==> src/rtl/conv_sequencer_if.sv <==
// Command/status bundle between a layer controller (master) and conv_sequencer (slave).
// Defining CONV_SEQ_PERF_EN adds the cycle_count status field.
interface conv_sequencer_if #(
  parameter int ADDR_WIDTH = 5,
  parameter int BRAM_COUNT = 3
);
  logic                  start;
  logic [1:0]            mode;
  logic                  relu_en;
  logic [ADDR_WIDTH-1:0] length;
  logic [1:0]            dst_bank;
  logic                  hold;
  logic                  busy;
  logic                  done;
  logic                  ce;
  logic [31:0]           cell_ctrl;
  logic [ADDR_WIDTH-1:0] cell_mem_addr;
  logic [ADDR_WIDTH-1:0] rd_addr;
  logic [ADDR_WIDTH-1:0] wr_addr;
  logic [BRAM_COUNT-1:0] mem_we;
  logic                  ssa_sel;
  logic                  relu_bypass_sel;
  logic                  pool_sel;
`ifdef CONV_SEQ_PERF_EN
  logic [15:0]           cycle_count;
`endif

  modport master (
    output start, mode, relu_en, length, dst_bank, hold,
    input  busy, done, ce, cell_ctrl, cell_mem_addr, rd_addr, wr_addr, mem_we,
    input  ssa_sel, relu_bypass_sel, pool_sel
`ifdef CONV_SEQ_PERF_EN
    , input cycle_count
`endif
  );

  modport slave (
    input  start, mode, relu_en, length, dst_bank, hold,
    output busy, done, ce, cell_ctrl, cell_mem_addr, rd_addr, wr_addr, mem_we,
    output ssa_sel, relu_bypass_sel, pool_sel
`ifdef CONV_SEQ_PERF_EN
    , output cycle_count
`endif
  );
endinterface

==> src/rtl/conv_sequencer.sv <==
// Layer sequencer for the conv/pool datapath: weight load, activation streaming, write-back.
// Defining CONV_SEQ_PERF_EN adds a saturating busy-cycle counter (cycle_count).
module conv_sequencer #(
  parameter int ADDR_WIDTH = 5,
  parameter int BRAM_COUNT = 3,
  parameter int PIPE_LAT   = 4,
  parameter int WLOAD_CYC  = 3
) (
  input logic             clk,
  input logic             rst,
  conv_sequencer_if.slave bus
);
  typedef enum logic [2:0] {IDLE, LOAD, STREAM, DRAIN, DONE} state_e;

  localparam logic [ADDR_WIDTH-1:0] LOAD_LAST  = ADDR_WIDTH'(WLOAD_CYC - 1);
  localparam logic [ADDR_WIDTH-1:0] DRAIN_LAST = ADDR_WIDTH'(PIPE_LAT - 1);

  state_e                state_q, state_d;
  logic [ADDR_WIDTH-1:0] cnt_q, cnt_d;
  logic [ADDR_WIDTH-1:0] rd_q, rd_d;
  logic [ADDR_WIDTH-1:0] wr_q, wr_d;
  logic [ADDR_WIDTH-1:0] len_q, len_d;
  logic [1:0]            bank_q, bank_d;
  logic                  ssa_q, ssa_d;
  logic                  byp_q, byp_d;
  logic                  pool_q, pool_d;
  logic [PIPE_LAT-1:0]   pipe_q, pipe_d;
  logic                  busy, issue, wrFire;

  assign busy   = (state_q == LOAD) || (state_q == STREAM) || (state_q == DRAIN);
  assign wrFire = busy && !bus.hold && pipe_q[PIPE_LAT-1];

  // Next-state: every busy state freezes entirely while hold is high.
  always_comb begin
    state_d = state_q;
    cnt_d   = cnt_q;
    rd_d    = rd_q;
    wr_d    = wr_q;
    len_d   = len_q;
    bank_d  = bank_q;
    ssa_d   = ssa_q;
    byp_d   = byp_q;
    pool_d  = pool_q;
    pipe_d  = pipe_q;
    issue   = 1'b0;
    case (state_q)
      IDLE: begin
        if (bus.start) begin
          len_d  = bus.length;
          bank_d = bus.dst_bank;
          ssa_d  = (bus.mode == 2'b01);
          byp_d  = ~bus.relu_en;
          pool_d = (bus.mode == 2'b10);
          cnt_d  = '0;
          rd_d   = '0;
          wr_d   = '0;
          pipe_d = '0;
          if (bus.length == '0)       state_d = DONE;
          else if (bus.mode == 2'b10) state_d = STREAM;
          else                        state_d = LOAD;
        end
      end
      LOAD: begin
        if (!bus.hold) begin
          if (cnt_q == LOAD_LAST) begin
            cnt_d   = '0;
            state_d = STREAM;
          end else begin
            cnt_d = cnt_q + 1'b1;
          end
        end
      end
      STREAM: begin
        if (!bus.hold) begin
          issue = 1'b1;
          rd_d  = rd_q + 1'b1;
          if (rd_q == len_q - 1'b1) begin
            cnt_d   = '0;
            state_d = DRAIN;
          end
        end
      end
      DRAIN: begin
        if (!bus.hold) begin
          if (cnt_q == DRAIN_LAST) state_d = DONE;
          else                     cnt_d   = cnt_q + 1'b1;
        end
      end
      DONE:    state_d = IDLE;
      default: state_d = IDLE;
    endcase
    if (busy && !bus.hold) pipe_d = PIPE_LAT'({pipe_q, issue});
    if (wrFire)            wr_d   = wr_q + 1'b1;
  end

  always_ff @(posedge clk) begin
    if (rst) begin
      state_q <= IDLE;
      cnt_q   <= '0;
      rd_q    <= '0;
      wr_q    <= '0;
      len_q   <= '0;
      bank_q  <= '0;
      ssa_q   <= 1'b0;
      byp_q   <= 1'b0;
      pool_q  <= 1'b0;
      pipe_q  <= '0;
    end else begin
      state_q <= state_d;
      cnt_q   <= cnt_d;
      rd_q    <= rd_d;
      wr_q    <= wr_d;
      len_q   <= len_d;
      bank_q  <= bank_d;
      ssa_q   <= ssa_d;
      byp_q   <= byp_d;
      pool_q  <= pool_d;
      pipe_q  <= pipe_d;
    end
  end

  // Accumulator clear fires on the final un-held LOAD cycle only.
  assign bus.busy            = busy;
  assign bus.done            = (state_q == DONE);
  assign bus.ce              = busy && !bus.hold;
  assign bus.cell_ctrl       = {30'd0, (state_q == LOAD), (state_q == LOAD) && (cnt_q == LOAD_LAST) && !bus.hold};
  assign bus.cell_mem_addr   = (state_q == LOAD) ? cnt_q : '0;
  assign bus.rd_addr         = rd_q;
  assign bus.wr_addr         = wr_q;
  assign bus.ssa_sel         = ssa_q;
  assign bus.relu_bypass_sel = byp_q;
  assign bus.pool_sel        = pool_q;

  always_comb begin
    bus.mem_we = '0;
    for (int i = 0; i < BRAM_COUNT; i++) begin
      bus.mem_we[i] = wrFire && (bank_q == 2'(i));
    end
  end

`ifdef CONV_SEQ_PERF_EN
  logic [15:0] cyc_q, cyc_d;

  always_comb begin
    cyc_d = cyc_q;
    if (state_q == IDLE && bus.start)  cyc_d = '0;
    else if (busy && cyc_q != 16'hFFFF) cyc_d = cyc_q + 1'b1;
  end

  always_ff @(posedge clk) begin
    if (rst) cyc_q <= '0;
    else     cyc_q <= cyc_d;
  end

  assign bus.cycle_count = cyc_q;
`endif
endmodule

==> src/flat_wrapper.sv <==
// flat-port wrapper written by rule: the top's interface ports become plain ports
module conv_sequencer_flat 
#(
  parameter int ADDR_WIDTH = 5,
  parameter int BRAM_COUNT = 3,
  parameter int PIPE_LAT   = 4,
  parameter int WLOAD_CYC  = 3
)
  (clk, rst, bus_start, bus_mode, bus_relu_en, bus_length, bus_dst_bank, bus_hold, bus_busy, bus_done, bus_ce, bus_cell_ctrl, bus_cell_mem_addr, bus_rd_addr, bus_wr_addr, bus_mem_we, bus_ssa_sel, bus_relu_bypass_sel, bus_pool_sel);
  conv_sequencer_if #(.ADDR_WIDTH(ADDR_WIDTH), .BRAM_COUNT(BRAM_COUNT)) bus_i ();
  input logic clk;
  input logic rst;
  input wire logic [$bits(bus_i.start)-1:0] bus_start;
  input wire logic [$bits(bus_i.mode)-1:0] bus_mode;
  input wire logic [$bits(bus_i.relu_en)-1:0] bus_relu_en;
  input wire logic [$bits(bus_i.length)-1:0] bus_length;
  input wire logic [$bits(bus_i.dst_bank)-1:0] bus_dst_bank;
  input wire logic [$bits(bus_i.hold)-1:0] bus_hold;
  output wire logic [$bits(bus_i.busy)-1:0] bus_busy;
  output wire logic [$bits(bus_i.done)-1:0] bus_done;
  output wire logic [$bits(bus_i.ce)-1:0] bus_ce;
  output wire logic [$bits(bus_i.cell_ctrl)-1:0] bus_cell_ctrl;
  output wire logic [$bits(bus_i.cell_mem_addr)-1:0] bus_cell_mem_addr;
  output wire logic [$bits(bus_i.rd_addr)-1:0] bus_rd_addr;
  output wire logic [$bits(bus_i.wr_addr)-1:0] bus_wr_addr;
  output wire logic [$bits(bus_i.mem_we)-1:0] bus_mem_we;
  output wire logic [$bits(bus_i.ssa_sel)-1:0] bus_ssa_sel;
  output wire logic [$bits(bus_i.relu_bypass_sel)-1:0] bus_relu_bypass_sel;
  output wire logic [$bits(bus_i.pool_sel)-1:0] bus_pool_sel;
  assign bus_i.start = bus_start;
  assign bus_i.mode = bus_mode;
  assign bus_i.relu_en = bus_relu_en;
  assign bus_i.length = bus_length;
  assign bus_i.dst_bank = bus_dst_bank;
  assign bus_i.hold = bus_hold;
  assign bus_busy = bus_i.busy;
  assign bus_done = bus_i.done;
  assign bus_ce = bus_i.ce;
  assign bus_cell_ctrl = bus_i.cell_ctrl;
  assign bus_cell_mem_addr = bus_i.cell_mem_addr;
  assign bus_rd_addr = bus_i.rd_addr;
  assign bus_wr_addr = bus_i.wr_addr;
  assign bus_mem_we = bus_i.mem_we;
  assign bus_ssa_sel = bus_i.ssa_sel;
  assign bus_relu_bypass_sel = bus_i.relu_bypass_sel;
  assign bus_pool_sel = bus_i.pool_sel;
  conv_sequencer #(.ADDR_WIDTH(ADDR_WIDTH), .BRAM_COUNT(BRAM_COUNT), .PIPE_LAT(PIPE_LAT), .WLOAD_CYC(WLOAD_CYC)) u_core (.clk(clk), .rst(rst), .bus(bus_i));
endmodule
==> config.mk <==
export PLATFORM = sky130hd
export DESIGN_NAME = conv_sequencer_flat
export DESIGN_NICKNAME = d
export VERILOG_FILES = /design/src/rtl/conv_sequencer_if.sv /design/src/rtl/conv_sequencer.sv /design/src/flat_wrapper.sv
export SDC_FILE = /design/constraint.sdc
export NUM_CORES = 1
export LEC_CHECK = 0
export CAP_MARGIN = 0
export CORE_MARGIN = 3
export CORE_UTILIZATION = 48
export DETAILED_ROUTE_END_ITERATION = 8
export GPL_TIMING_DRIVEN = 0
export PLACE_DENSITY = 0.85
export SLEW_MARGIN = 10
export SYNTH_ARGS = -nofsm -noshare
export SYNTH_HDL_FRONTEND = slang
export SYNTH_SLANG_ARGS = --single-unit
==> constraint.sdc <==
create_clock -name clk -period 3 [get_ports clk]
set_input_delay 0.45 -clock clk [delete_from_list [all_inputs] [get_ports clk]]
set_output_delay 0.45 -clock clk [all_outputs]
set_load 0.02 [all_outputs]
==> reports/results.txt <==
Critical path type = in -> out
Vias/cell = 5.199
Drt wl/cell = 12.87 um
Area contributors post-synth = dfxtp_1 (33%), buf_4 (12%), a21oi_1 (6.2%), nor2_1 (5.8%), nand2_1 (4.1%)
Reg-to-Reg End = u_core.cnt_q[1]
Peak Freq = 0.3602 GHz
Initial antenna violation count = 0
Cell area after synthesis = 1943 um2
Initial drt markers = 188
Pleak = 1.081 nW
Clock transition at the registers of the reported paths = 70 ps
Port bufs = 39
Slew Limit Fails = 0
Pwr Density = 490.1 nW/um2
R2R setup slack = 780 ps
FF-to-FF Start = u_core.state_q[1]
Inserted Diodes = 0
Total Routing Usage GR = 19.88%
Worst hold endpoint = u_core.bus.ssa_sel
Rel. slew slack = 31.77%
Ports = 70
Sequential fraction of the synthesis area = 32.97%
Fill cells = 324
Routed Antenna Nets = 0
Synth area leader = dfxtp_1
Grt total ovfl = 0
Post-layout nets = 336
CTS max path bufs = 2
Detailed-placement wirelength estimate = 3.317 mm
Crit end category = output pin
Final setup violation count = 0
DIE AREA = 4848 um2
Hold_buf cts = 0
Data arrival, critical path = 2330 ps
Drt total wl = 4.711 mm
CTS sink count = 32
Worst-Margin Slew = 1009 ps
Die Y-Extent = 69.63 um
Drt drc = 0
WHS = 454.5 ps
Maxcap violations = 0
Vias = 1903
Rows = 22
CTS Buf Count = 5
GPL Wtd Cong = 0.8736
FF+latch count, synth = 32
Post-synth EDFFs = 0
Starting density of the core = 51.53%
Core ar. = 3771 um2
Most frequent cells in the layout = clkdlybuf4s50_1 (39), dfxtp_1 (32), buf_4 (30), conb_1 (30), nor2_1 (29)
Post-synthesis cell count = 242
Area occupied by registers = 640.6 um2
Top_reg_cell synth = dfxtp_1
Synth Area per Inst = 8.029 um2
RSZ-0062 raised after global routing = no
Syn-to-layout area delta = 34.96%
Worst Hold Class = reg -> reg
Asr flop ratio synth = 0%
CTS H-tree depth = 2
Worst Hold Path Cells = 2
Tot Pwr = 1.285 mW
Multi-input logic area = 1136 um2
Clock Tree Root = clkbuf_8
Share of layout cells above drive strength 1 = 15.72%
Startpoint Class = input pin
Status = complete, no violations
Vias in the first global route = 1698
Clk_skew = 3.977 ps
Worst-path fanout max = 8
Largest net degree at the start of global routing = 11
CTS tree = done
Most common cell after layout, fill and taps aside = clkdlybuf4s50_1
Tcrit/Tclk final = 92.53%
TritonRoute pass-1 iters = 4
Setup TNS = 0 ps
Worst r2r path cells = 6
First-pass GRT wire length = 7.852 mm
Area after DPL = 2502 um2
Endpoints failing hold = 0
Ys Warns = 0
Clock latency on the worst-skew pair = 290 ps
Design area = 2623 um2
HP Start = u_core.bus.ssa_sel
Minimum clock period = 2776 ps
Cell variety after synth = 47
Die width = 69.63 um
Synth top area share = 32.97%
Worst VDD drop = 356.5 uV
Critical Path RT = 2550 ps
[cells by family after synthesis]
logic type	count (synthesis)	share of synthesized area, %
AO/OA/AOI/OAI	54	19.13
XOR/XNOR	7	3.155
adder cells (fa/ha/maj)	5	3.220
buffers and inverters	44	14.81
flip-flops	32	32.97
multiplexers	1	0.5795
other	1	0.1930
AND/OR/NAND/NOR	98	25.95
[state kept, by name (all words and copies together) (netlist names)]
name,cells
u_core.bus.rd_addr,5
u_core.len_q,5
u_core.bus.ssa_sel,1
u_core.bus.wr_addr,5
u_core.bus.relu_bypass_sel,1
u_core.bus.pool_sel,1
u_core.cnt_q,5
u_core.bank_q,2
u_core.state_q,3
u_core.pipe_q,4
[layer usage]
metal	up-vias	GRT usage, %	routed length (um)
met5	-	0	0
met4	0	8.723	70
met3	11	5.797	354
met2	69	32.52	2311
met1	872	24.14	1975
li1	951	-	-
[worst max-delay path, stage by stage]
cell and delay, ps:
clkdlybuf4s50_1 550, nor2_4 230, nand3_2 190, nor3b_1 260, clkdlybuf4s50_1 640
[where the power goes]
| group | switching (mW) | internal, mW |
|---|---|---|
| combinational | 0.231 | 0.164 |
| clock | 0.169 | 0.246 |
| sequential | 0.0259 | 0.449 |
[how the worst max path moves through the flow]
stage | start | end | slack (ps) | cells after the start
6_report | bus_hold | bus_mem_we[2] | 220 | 5
2_1_floorplan | u_core.cnt_q[2] | bus_cell_ctrl[0] | 930 | 3
3_5_place_dp | bus_hold | bus_mem_we[2] | -40 | 5
4_1_cts | bus_hold | bus_mem_we[2] | 70 | 5
3_3_place_gp | bus_hold | bus_mem_we[2] | -10 | 5
5_1_grt | bus_hold | bus_mem_we[2] | 50 | 5
[synth_stat cells (6+ instances only)]
master and instances:
nand2_1 21, nor3_1 9, nand3_1 7, a21oi_1 24
buf_4 30, dfxtp_1 32, clkbuf_1 7, nor2_1 30
a211oi_1 6
[layout make-up]
cell class,count,area share [%]
Multi-Input combinational cell,195,43.32
Sequential cell,32,24.43
Timing Repair Buffer,39,14.89
Clock buffer,6,2.767
Tap cell,48,2.290
Inverter,4,0.5725
Clock inverter,2,1.336
Buffer,40,10.40
[timing repair]
action	CTS	global route
endpoints found under the setup margin	3	3
gates resized for setup	1	2
setup buffers	0	0
[stage by stage]
stage / instances / util (%) / worst slack, ps
global route: 366 / 69.54 / 47.91
CTS: 366 / 69.28 / 71.62
finish: 366 / 69.54 / 224.1
detailed placement: 358 / 66.36 / -40.20
floorplan: 271 / - / 931.0
global placement: 358 / 66.36 / -12.76
No activity file was read; power rests on OpenSTA's default activity.
